## config.mk

```make
export PLATFORM = sky130hd
export DESIGN_NAME = delay_probe
export DESIGN_NICKNAME = d
export VERILOG_FILES = /design/src/rtl/delay_probe_pkg.sv /design/src/rtl/delay_probe_btn_debounce.sv /design/src/rtl/delay_probe.sv
export SDC_FILE = /design/constraint.sdc
export NUM_CORES = 1
export LEC_CHECK = 0
export BUFFER_PORTS_ARGS = -buffer_cell sky130_fd_sc_hd__buf_2
export CAP_MARGIN = 20
export CORE_UTILIZATION = 59
export CTS_CLUSTER_SIZE = 20
export DETAILED_ROUTE_END_ITERATION = 8
export PLACE_DENSITY = 0.79
export SLEW_MARGIN = 20
export SYNTH_ARGS = -nofsm -noshare
export SYNTH_HDL_FRONTEND = slang
export SYNTH_HIERARCHICAL = 1
export SYNTH_SLANG_ARGS = --single-unit
```

## constraint.sdc

```tcl
create_clock -name ext_clk -period 3 [get_ports ext_clk]
set_input_delay 0.6 -clock ext_clk [delete_from_list [all_inputs] [get_ports ext_clk]]
set_output_delay 0.6 -clock ext_clk [all_outputs]
set_load 0.02 [all_outputs]
```

## src/rtl/delay_probe_pkg.sv

```systemverilog
// Shared types and elaboration-time sizing helpers for the delay-line probe.
package delay_probe_pkg;

  typedef enum logic [1:0] {
    IDLE  = 2'd0,
    QUIET = 2'd1,
    PULSE = 2'd2,
    DONE  = 2'd3
  } state_e;

  function automatic int len_w(input int max_len);
    return (max_len < 1) ? 1 : $clog2(max_len + 1);
  endfunction

  function automatic int cnt_w(input int max_len);
    return $clog2(max_len + 4);
  endfunction

  // Quiet time flushes every stage of the line plus the registered output.
  function automatic int quiet_cyc(input int max_len);
    return max_len + 4;
  endfunction

  function automatic int timeout_cyc(input int max_len);
    return max_len + 3;
  endfunction

  function automatic int db_cycles(input int clock_hz, input int debounce_ms);
    int n;
    n = (clock_hz / 1000) * debounce_ms;
    return (n < 1) ? 1 : n;
  endfunction

  // A return sampled at edge launch+L+2 means setting L; clamp to the legal range.
  function automatic int sat_len(input int raw, input int max_len);
    if (raw < 2) return 0;
    if (raw - 2 > max_len) return max_len;
    return raw - 2;
  endfunction

endpackage

```

## src/rtl/delay_probe_btn_debounce.sv

```systemverilog
// Push-button conditioner: 2-FF synchroniser, stable-time debounce, rise pulse.
// After reset the button must be seen released before any press is reported.
module btn_debounce
  import delay_probe_pkg::*;
#(
  parameter int CLOCK_HZ    = 12_000_000,
  parameter int DEBOUNCE_MS = 10
) (
  input  logic ext_clk,
  input  logic rst_n,
  input  logic i_btn,
  output logic o_rise
);

  localparam int DB_N = db_cycles(CLOCK_HZ, DEBOUNCE_MS);
  localparam int DB_W = $clog2(DB_N + 1);

  logic            r_sync1;
  logic            r_sync2;
  logic            r_level;
  logic            r_armed;
  logic            r_rise;
  logic [DB_W-1:0] r_cnt;

  logic w_ref;
  logic w_differ;
  logic w_settled;

  // Until armed, treat the level as pressed so a held button cannot start a run.
  assign w_ref     = r_armed ? r_level : 1'b1;
  assign w_differ  = (r_sync2 != w_ref);
  assign w_settled = w_differ && (r_cnt == DB_W'(DB_N - 1));

  // NOTE: async active-low reset clears every flop, synchroniser included.
  always_ff @(posedge ext_clk or negedge rst_n) begin
    if (!rst_n) begin
      r_sync1 <= 1'b0;
      r_sync2 <= 1'b0;
      r_level <= 1'b0;
      r_armed <= 1'b0;
      r_rise  <= 1'b0;
      r_cnt   <= '0;
    end else begin
      // NOTE: non-blocking assignments so every flop samples pre-edge values.
      r_sync1 <= i_btn;
      r_sync2 <= r_sync1;
      r_rise  <= 1'b0;
      if (!w_differ) begin
        r_cnt <= '0;
      end else if (w_settled) begin
        r_cnt <= '0;
        if (!r_armed) begin
          r_armed <= 1'b1;
        end else begin
          r_level <= r_sync2;
          r_rise  <= r_sync2;
        end
      end else begin
        r_cnt <= r_cnt + DB_W'(1);
      end
    end
  end

  assign o_rise = r_rise;

endmodule

```

## src/rtl/delay_probe.sv

```systemverilog
// Measures a delay line: flushes it, launches a step on tx_bit and counts
// edges until the step returns on rx_bit, reporting raw count and setting.
module delay_probe
  import delay_probe_pkg::*;
#(
  parameter  int MAX_LEN     = 15,
  parameter  int CLOCK_HZ    = 12_000_000,
  parameter  int DEBOUNCE_MS = 10,
  localparam int CNT_W       = cnt_w(MAX_LEN),
  localparam int LEN_W       = len_w(MAX_LEN)
) (
  input  logic             ext_clk,
  input  logic             rst_n,
  input  logic             btn,
  input  logic             rx_bit,
  output logic             tx_bit,
  output logic             busy,
  output logic             meas_valid,
  output logic [CNT_W-1:0] meas_raw,
  output logic [LEN_W-1:0] meas_len,
  output logic             timeout,
  output logic             stuck
);

  localparam logic [CNT_W-1:0] QUIET_LAST  = CNT_W'(quiet_cyc(MAX_LEN) - 1);
  localparam logic [CNT_W-1:0] TIMEOUT_VAL = CNT_W'(timeout_cyc(MAX_LEN));

  state_e           r_state;
  state_e           w_next_state;
  logic [CNT_W-1:0] r_cnt;
  logic [CNT_W-1:0] w_cnt_inc;
  logic [LEN_W-1:0] w_len_sat;
  logic             r_tx_bit;
  logic [CNT_W-1:0] r_meas_raw;
  logic [LEN_W-1:0] r_meas_len;
  logic             r_timeout;
  logic             r_stuck;
  logic             w_start;

  btn_debounce #(
    .CLOCK_HZ   (CLOCK_HZ),
    .DEBOUNCE_MS(DEBOUNCE_MS)
  ) u_btn (
    .ext_clk(ext_clk),
    .rst_n  (rst_n),
    .i_btn  (btn),
    .o_rise (w_start)
  );

  assign w_cnt_inc = r_cnt + CNT_W'(1);
  assign w_len_sat = LEN_W'(sat_len(int'(w_cnt_inc), MAX_LEN));

  always_ff @(posedge ext_clk or negedge rst_n) begin
    if (!rst_n) r_state <= IDLE;
    else        r_state <= w_next_state;
  end

  // NOTE: default assignment first so no path through the case infers a latch.
  always_comb begin
    w_next_state = r_state;
    unique case (r_state)
      IDLE:    if (w_start) w_next_state = QUIET;
      QUIET: begin
        if (rx_bit)                   w_next_state = DONE;
        else if (r_cnt == QUIET_LAST) w_next_state = PULSE;
      end
      // A return on the timeout edge still lands in DONE as a capture below.
      PULSE:   if (rx_bit || (w_cnt_inc == TIMEOUT_VAL)) w_next_state = DONE;
      DONE:    w_next_state = IDLE;
      default: w_next_state = IDLE;
    endcase
  end

  always_comb begin
    busy       = (r_state != IDLE);
    meas_valid = (r_state == DONE);
  end

  always_ff @(posedge ext_clk or negedge rst_n) begin
    if (!rst_n) begin
      r_cnt      <= '0;
      r_tx_bit   <= 1'b0;
      r_meas_raw <= '0;
      r_meas_len <= '0;
      r_timeout  <= 1'b0;
      r_stuck    <= 1'b0;
    end else begin
      r_tx_bit <= (w_next_state == PULSE);
      unique case (r_state)
        IDLE: begin
          if (w_start) begin
            r_cnt      <= '0;
            r_timeout  <= 1'b0;
            r_stuck    <= 1'b0;
            r_meas_raw <= '0;
            r_meas_len <= '0;
          end
        end
        QUIET: begin
          if (rx_bit)                   r_stuck <= 1'b1;
          else if (r_cnt == QUIET_LAST) r_cnt   <= '0;
          else                          r_cnt   <= w_cnt_inc;
        end
        PULSE: begin
          if (rx_bit) begin
            r_meas_raw <= w_cnt_inc;
            r_meas_len <= w_len_sat;
          end else if (w_cnt_inc == TIMEOUT_VAL) begin
            r_timeout  <= 1'b1;
            r_meas_raw <= '0;
            r_meas_len <= '0;
          end else begin
            r_cnt <= w_cnt_inc;
          end
        end
        default: ;
      endcase
    end
  end

  assign tx_bit   = r_tx_bit;
  assign meas_raw = r_meas_raw;
  assign meas_len = r_meas_len;
  assign timeout  = r_timeout;
  assign stuck    = r_stuck;

endmodule

```

==> results of run 1 <==
final cells by class:
type                       count  area, um^2
multi-input combinational    158        1094
fill                         274        1060
sequential                    41        1026
clock buffer                   7       96.34
timing repair buffer          18       92.59
tap                           46       57.56
inverter                      10       37.54
clock inverter                 1       5.005
metal layers:
metal  part of all wire [%]  vias to the layer above  routed length [um]
li1                       -                      807                   -
met1                     45                      765                1790
met2                     50                       31                1970
met3                    2.9                        6                 113
met4                    2.0                        0                  80
met5                      0                        -                   0
synth_stat cells (2+ instances only):
library cell and instances:
a21boi_0 2, a21o_1 2, a21oi_1 5, a221o_1 2
a31oi_1 3, and3_1 2, and4_1 2, buf_6 3
clkbuf_1 6, dfrtp_1 41, ha_1 10, inv_1 10
mux2i_1 2, nand2_1 13, nand2b_1 2, nand3_1 7
nand4_1 9, nor2_1 25, nor2b_1 4, nor3_1 3
nor4_1 3, o21a_1 2, o21ai_0 6, o2bb2ai_1 8
o31ai_1 5, or3_4 2, xnor2_1 13, xor2_1 7
sequential cells by signal, indices dropped and copies added (netlist names):
signal and cells:
stuck 1, r_state 2, meas_raw 5, u_btn/r_sync2 1, u_btn/r_cnt 17, u_btn/r_sync1 1
timeout 1, u_btn/r_level 1, tx_bit 1, meas_len 4, u_btn/o_rise 1, r_cnt 5
u_btn/r_armed 1
power breakdown:
group,internal [uW],switching (uW),leakage [uW]
clock network,208,189,0.0000542
registers,557,6.24,0.000566
logic,6.33,19.2,0.000467
total,771,214,0.00109
worst max-delay path, cell delays in order (launching register included):
cell	delay, ns
dfrtp_1	0.47
ha_1	0.31
or3_4	0.35
o31a_1	0.14
or3_4	0.42
a21o_1	0.27
a221o_1	0.38
stage by stage:
| stage | total power, uW | hold slack (ns) |
|---|---|---|
| global placement | 599.7 | 0.3331 |
| global route | 1028 | 0.3635 |
| floorplan | 584.9 | 0.3044 |
| CTS | 997.9 | 0.3624 |
| finish | 985.1 | 0.3570 |
| detailed placement | 600.1 | 0.3457 |
kinds of logic (layout without fill, tap and decap cells):
kind of cell / after synthesis / in the layout / share of synthesized area (%)
flip-flops: 41 / 41 / 46.20
buffers and inverters: 20 / 36 / 4.564
AND/OR/NAND/NOR: 83 / 83 / 20.56
multiplexers: 3 / 3 / 1.408
XOR/XNOR: 20 / 20 / 7.887
adder cells (fa/ha/maj): 10 / 10 / 5.634
AO/OA/AOI/OAI: 42 / 42 / 13.75
path summary, 6_finish.rpt:
check / cells after the start / endpoint / slack [ns] / startpoint
worst max-delay path: 6 / meas_len[2] / 0.56 / r_cnt[0]
worst min-delay path: 0 / u_btn/r_sync2 / 0.36 / u_btn/r_sync1
worst max register to register: 6 / meas_len[2] / 0.56 / r_cnt[0]
worst min register to register: 0 / u_btn/r_sync2 / 0.36 / u_btn/r_sync1
max in group asynchronous: 1 / u_btn/r_cnt[15] / 2.04 / rst_n
min in group asynchronous: 1 / tx_bit / 0.41 / rst_n
==> metrics.yaml, run 1 <==
status: "finished clean"
ys_types: 48
cp_max_fo: 9
fin_ws_ns: 0.5559
ys_warn_count: 6
root_buffer: "clkbuf_8"
synth_top_area_cell: "dfrtp_1"
grt.busiest_layer: "met2"
core_region_area_um2: 3468
most-common-layout-cells: "dfrtp_1 (41), nor2_1 (25), buf_2 (17), xnor2_1 (13), nand2_1 (13)"
grt_first_pass_wirelength_um: 7065
setup_tns_ns: 0
maxCapViolations: 0
arrival_ns: 2.63
path_class: "register to register"
clk_latency_ns: 0.29
avgRoutedWirePerCell_um: 14.07
p_per_area_nw_per_um2: 409.0
routed_via_density: 5.726
finalWorstPathRequiredPeriod_ns: 2.444
grt_use_met1_pct: 28.67
tightest_slew_ns: 0.8673
cts_buffers: 5
drt_first_pass_iters: 4
rows: 21
cts_tree: "yes"
use_met3_pct: 5.072
synth_area_leaders: "dfrtp_1 (46%), ha_1 (5.6%), xnor2_1 (5.1%), nor2_1 (4.2%), o2bb2ai_1 (3.2%)"
cts_setup_buffers: 0
ys_ff_latch: 41
netlist_area_um2: 2221
slew_viol_final: 0
place_hpwl_um: 2816
initial_core_util_pct: 64.03
dieArea_um2: 4014
grt_antenna_before_repair: 0
endpoint_kind: "register"
irDropWorstVdd_v: 0.0003284
placed_area_um2: 2307
layout_commonest_cell: "dfrtp_1"
grt_setup_unrepaired: "false"
worstPathRequired_ns: 3.18
maxSlewHeadroom_pct: 42.18
start_kind: "register"
setup_violations: 0
hold_buffers: 0
synth_edf_count: 0
skew_ns: 0.006399
gp_routability_congestion: 0.8380
p_leak_uw: 0.001087
dp.cells: 273
fin_cells: 281
grtUsageMet2_pct: 37.37
ys.flop_type: "dfrtp_1"
grt_pass1_vias: 1603
drtIter0Drc: 118
die_w_um: 63.36
cts.sinks: 41
hold_path_class: "register to register"
vias: 1609
syn_inst: 219
clockBufferDepth: 2
area_growth_pct: 8.451
synthArstFlopShare_pct: 100.0
cts-htree-levels: 2
synth_top_cell_area_share_pct: 46.20
stdcell_area_um2: 2409
clk_pin_slew_ns: 0.08
timing.fmax_mhz: 409.1
grt_overflow_total: 0
final_antenna_net_count: 0
grt_max_degree: 42
syn_avg_cell_area_um2: 10.14
track_usage_pct: 22.85
numPortBuffers: 17
ys_seq_area_share_pct: 46.20
fp.dieH_um: 63.36
drive_above_1_share_pct: 13.62
syn_nets: 233
final_core_util_pct: 69.44
ios: 18
hold_viol_final: 0
antenna-diode-count: 0
place_ws_ns: 0.5718
nNetsFinal: 248
period_share_pct: 81.47
drc: 0
cts.repair.resized: 0
wl_um: 3954
Note: power is estimated with default switching activity, not from simulation.
==> inputs of run 2 (changes only) <==
==> constraint.sdc (replaced) <==
create_clock -name ext_clk -period 2.29 [get_ports ext_clk]
set_input_delay 0.458 -clock ext_clk [delete_from_list [all_inputs] [get_ports ext_clk]]
set_output_delay 0.458 -clock ext_clk [all_outputs]
set_load 0.02 [all_outputs]
==> metrics.yaml, run 2 (synthesis gave the netlist of run 1 again) <==
status: "finished clean"
rows: 21  # unchanged
grt_pass1_vias: 1627  # +1.5%
p_per_area_nw_per_um2: 545.3  # +33%
grt_first_pass_wirelength_um: 7445  # +5.4%
drc: 0  # unchanged
place_hpwl_um: 3021  # +7.3%
hold_path_class: "primary input to asynchronous set/reset pin"
largest_register_ffs: 17  # unchanged
fin_cells: 290  # +3.2%
maxSlewHeadroom_pct: 57.63  # +15 points
nFillCells: 279  # +1.8%
start_kind: "register"
drt_first_pass_iters: 4  # unchanged
endpoint_kind: "register"
grt_overflow_total: 0  # unchanged
power_frac_clock_pct: 43.5  # +3.2 points
clk_pin_slew_ns: 0.08  # about the same
skew_ns: 0.007483  # +0.001084 ns
ios: 18  # unchanged
clockBufferDepth: 2  # unchanged
root_buffer: "clkbuf_8"
drive_above_1_share_pct: 17.21  # +3.6 points
vias: 1677  # +4.2%
timing.fmax_mhz: 450.1  # +10%
setup_tns_ns: 0  # unchanged
cts-htree-levels: 2  # unchanged
grt_setup_unrepaired: "false"
drtIter0Drc: 81  # -31%
switching_share_pct: 20.09  # -1.6 points
track_usage_pct: 24.09  # +1.2 points
most-common-layout-cells: "dfrtp_1 (41), nor2_1 (25), buf_2 (17), xnor2_1 (13), nand2_1 (13)"
worstPathRequired_ns: 2.47  # -0.71 ns
regMostFlops: "u_btn/r_cnt"
avgRoutedWirePerCell_um: 14.51  # +3.1%
cts_buffers: 5  # unchanged
finalWorstPathRequiredPeriod_ns: 2.222  # -0.2223 ns
irDropWorstVdd_v: 0.0005047  # +54%
p_switching_uw: 275.1  # +29%
sequentialPowerShare_pct: 53.9  # -3.3 points
final_core_util_pct: 72.40  # +3.0 points
slew_viol_final: 0  # unchanged
grt_max_degree: 29  # -31%
cts_tree: "yes"
wl_um: 4209  # +6.4%
die_w_um: 63.36  # unchanged
setup_violations: 0  # unchanged
clk_latency_ns: 0.29  # about the same
p_leak_uw: 0.001135  # +4.4%
antenna-diode-count: 0  # unchanged
dieArea_um2: 4014  # unchanged
routed_via_density: 5.783  # +0.99%
gp_routability_congestion: 0.8900  # +6.2%
area_growth_pct: 13.07
maxCapViolations: 0  # unchanged
initial_core_util_pct: 64.03  # unchanged
grt_antenna_before_repair: 0  # unchanged
nNetsFinal: 257  # +3.6%
cp_max_fo: 9  # unchanged
tightest_slew_ns: 0.6289  # -0.2384 ns
fp.dieH_um: 63.36  # unchanged
cts_setup_buffers: 0  # unchanged
final_antenna_net_count: 0  # unchanged
combPwrFrac_pct: 2.6  # about the same
numPortBuffers: 17  # unchanged
arrival_ns: 2.40  # -0.23 ns
period_share_pct: 97.02  # +16 points
internal_power_uw: 1094  # +42%
core_region_area_um2: 3468  # unchanged
hold_buffers: 0  # unchanged
hold-worst-slack_ns: 0.05080  # -0.3062 ns
dp.cells: 282  # +3.3%
path_class: "register to register"
cts.sinks: 41  # unchanged
layout_commonest_cell: "dfrtp_1"
hold_viol_final: 0  # unchanged
run 2: cell types whose count changed in the layout (fill, tap and decap cells not counted), sizes merged:
cell	before	now
bufinv	0	1
buf	18	27
clkinv	1	0
run 2: worst paths after layout:
| kind | endpoint | depth (start not counted) | start | slack, ns |
|---|---|---|---|---|
| max | meas_len[0] | 6 | r_cnt[0] | 0.07 |
| min | r_cnt[4] | 1 | rst_n | 0.05 |
| max reg2reg | meas_len[0] | 6 | r_cnt[0] | 0.07 |
| min reg2reg | u_btn/r_sync2 | 0 | u_btn/r_sync1 | 0.35 |
| max in group asynchronous | r_cnt[1] | 2 | rst_n | 1.58 |
| min in group ext_clk | u_btn/r_sync1 | 1 | btn | 0.27 |
run 2: cell type report:
class	count	area (um^2)	share of cell area, %
flip-flops and latches	41	1026	40.86
clock buffers	7	86.33	3.438
clock inverters	1	30.03	1.196
multi-input cells	158	1114	44.34
inverters	10	37.54	1.495
well taps	46	57.56	2.292
repair buffers	27	160.2	6.378
run 2: per-stage QoR:
| step | setup WS (ns) | total power, uW | instance area [um^2] |
|---|---|---|---|
| 5_1_grt | 0.002233 | 1427 | 2511 |
| 2_1_floorplan | 0.03065 | 766.3 | 2223 |
| 3_3_place_gp | 0.07963 | 787.7 | 2377 |
| 6_report | 0.06815 | 1369 | 2511 |
| 3_5_place_dp | 0.02073 | 788.4 | 2377 |
| 4_1_cts | 0.02136 | 1386 | 2495 |
run 2: per-layer routing:
layer  share of wire (%)  global-route usage [%]  vias up
li1                    -                       -      827
met5                   0                       0        -
met1                  44                   32.02      815
met2                  51                   39.36       30
met3                 3.6                   5.435        5
met4                 1.3                   6.818        0
run 2: power groups by stage:
stage               logic (uW)  clock network (uW)  registers [uW]
finish                    35.2                 596             738
global route              40.9                 647             739
CTS                       36.7                 612             738
detailed placement        36.7                   0             752
global placement          36.0                   0             752
floorplan                 16.6                   0             750
run 2: worst max-delay path, cell delays in order (launching register included):
cell	delay, ns
dfrtp_1	0.41
buf_4	0.17
and3b_1	0.19
o31a_1	0.30
or3_4	0.43
a21o_4	0.26
a221o_1	0.35
run 2: what timing repair did:
action	4_1_cts	5_1_grt
gates resized for setup	1	2
endpoints found under the setup margin	1	2
pin swaps	0	0
==> inputs of run 3 (changes only) <==
--- a/config.mk
+++ b/config.mk
@@ -10,6 +10,7 @@
 export CORE_UTILIZATION = 59
 export CTS_CLUSTER_SIZE = 20
 export DETAILED_ROUTE_END_ITERATION = 8
+export MAX_ROUTING_LAYER = met4
 export PLACE_DENSITY = 0.79
 export SLEW_MARGIN = 20
 export SYNTH_ARGS = -nofsm -noshare
==> metrics.yaml, run 3 (synthesis gave the netlist of run 1 again) <==
final_antenna_net_count: 0  # unchanged
grt_overflow_total: 0  # unchanged
routed_via_density: 5.810  # +0.48%
dieArea_um2: 4014  # unchanged
hold_buffers: 0  # unchanged
tightest_slew_ns: 0.6279  # -0.0009527 ns
track_usage_pct: 24.83  # +0.74 points
drive_above_1_share_pct: 17.21  # unchanged
most-common-layout-cells: "dfrtp_1 (41), nor2_1 (25), buf_2 (17), xnor2_1 (13), nand2_1 (13)"
grtUsageMet2_pct: 39.49  # +0.13 points
crit_chain: "buf_4, and3b_1, o31a_1, or3_4, a21o_4, a221o_1"
multi_input_area_um2: 1114  # unchanged
cts_tree: "yes"
drtIter0Drc: 76  # -6.2%
largest_register_ffs: 17  # unchanged
die_w_um: 63.36  # unchanged
grt.busiest_layer: "met2"
rr_worst_depth: 6  # unchanged
irDropWorstVdd_v: 0.0005087  # +0.81%
finalWorstPathRequiredPeriod_ns: 2.222  # +0.0002942 ns
nNetsFinal: 257  # unchanged
drt_first_pass_iters: 4  # unchanged
ios: 18  # unchanged
use_met3_pct: 5.435  # unchanged
clk_pin_slew_ns: 0.08  # about the same
worstPathRequired_ns: 2.47  # about the same
setup_violations: 0  # unchanged
grt_pass1_vias: 1627  # unchanged
maxSlewHeadroom_pct: 57.70  # +0.064 points
rows: 21  # unchanged
area_growth_pct: 13.07  # unchanged
maxCapViolations: 0  # unchanged
root_buffer: "clkbuf_8"
setup_tns_ns: 0  # unchanged
endpoint_kind: "register"
grt_first_pass_wirelength_um: 7465  # +0.27%
wl_um: 4223  # +0.33%
p_per_area_nw_per_um2: 546.5  # +0.23%
layout_commonest_cell: "dfrtp_1"
arrival_ns: 2.40  # about the same
skew_ns: 0.008006  # +0.0005227 ns
cpPeakStageDelay_ns: 0.43  # about the same
core_region_area_um2: 3468  # unchanged
cts.sinks: 41  # unchanged
regArea_um2: 1026  # unchanged
fp.dieH_um: 63.36  # unchanged
total_power_uw: 1372  # +0.23%
antenna-diode-count: 0  # unchanged
start_kind: "register"
worstReg2RegStart: "r_cnt[0]"
r2r_end: "meas_len[0]"
clockBufferDepth: 2  # unchanged
vias: 1685  # +0.48%
grt_use_met1_pct: 32.02  # unchanged
place_hpwl_um: 3021  # unchanged
nFillCells: 279  # unchanged
numPortBuffers: 17  # unchanged
gp_routability_congestion: 0.9050  # +1.7%
cp_max_fo: 9  # unchanged
drc: 0  # unchanged
regMostFlops: "u_btn/r_cnt"
path_class: "register to register"
cts-htree-levels: 2  # unchanged
avgRoutedWirePerCell_um: 14.56  # +0.33%
grt_antenna_before_repair: 0  # unchanged
timing.fmax_mhz: 450.0  # about the same
hold_viol_final: 0  # unchanged
clk_latency_ns: 0.30  # about the same
initial_core_util_pct: 64.03  # unchanged
period_share_pct: 97.04  # about the same
slew_viol_final: 0  # unchanged
crit_slowest_cell: "or3_4"
grt_max_degree: 29  # unchanged
hold_path_class: "primary input to asynchronous set/reset pin"
rrSetupSlack_ns: 0.07  # about the same
grt_setup_unrepaired: "false"
status: "finished clean"
p_leak_uw: 0.001135  # unchanged
cts_buffers: 5  # unchanged
==> run 3: cell counts in the layout (fill, tap and decap cells not counted) <==
No cell type changed its count.
==> run 3: repair_timing <==
action / in CTS / in global routing
gates cloned: 0 / 0
setup endpoints to repair: 1 / 2
setup buffers: 0 / 0
gates resized for setup: 1 / 2
==> run 3: worst max path at each step <==
stage	start	to	slack, ns	cells after the start
floorplan	r_cnt[0]	meas_len[2]	0.03	7
global placement	r_cnt[0]	meas_len[0]	0.08	6
detailed placement	r_cnt[0]	meas_len[0]	0.02	6
CTS	r_cnt[0]	meas_len[0]	0.02	6
global route	r_cnt[0]	meas_len[0]	0.002	6
finish	r_cnt[0]	meas_len[0]	0.07	6
==> run 3: power by group <==
group | internal (uW) | total [uW] | switching (uW)
Combinational | 9.34 | 35.4 | 26.0
Clock | 355 | 599 | 244
Sequential | 729 | 738 | 8.57
Total | 1090 | 1370 | 278
==> run 3: area by class of cell <==
class                   count  area share (%)
multi-input cells         158           44.34
inverters                  10           1.495
repair buffers             27           6.378
well taps                  46           2.292
clock inverters             1           1.196
flip-flops and latches     41           40.86
clock buffers               7           3.438
==> run 3: through the flow <==
stage / setup WS (ns) / hold slack, ns / cells / instance area, um^2 / util (%)
after floorplan: 0.03065 / 0.1624 / 219 / 2223 / -
after global placement: 0.07963 / 0.3335 / 282 / 2377 / 68.54
after detailed placement: 0.02073 / 0.3364 / 282 / 2377 / 68.54
after CTS: 0.02136 / 0.06284 / 290 / 2495 / 71.93
after global routing: 0.002232 / 0.06808 / 290 / 2511 / 72.40
final: 0.06785 / 0.04972 / 290 / 2511 / 72.40
==> run 3: critical path: cells and delay by family (launching register included) <==
| kind | cells | cell delay, ns |
|---|---|---|
| compound gates | 3 | 0.91 |
| flops | 1 | 0.41 |
| simple gates | 2 | 0.62 |
| buf+inv | 1 | 0.17 |
==> run 3: routing by layer <==
metal	vias to the layer above	share of wire, %
met4	0	1.3
met1	819	45
met5	-	0
met3	5	3.1
li1	827	-
met2	34	50
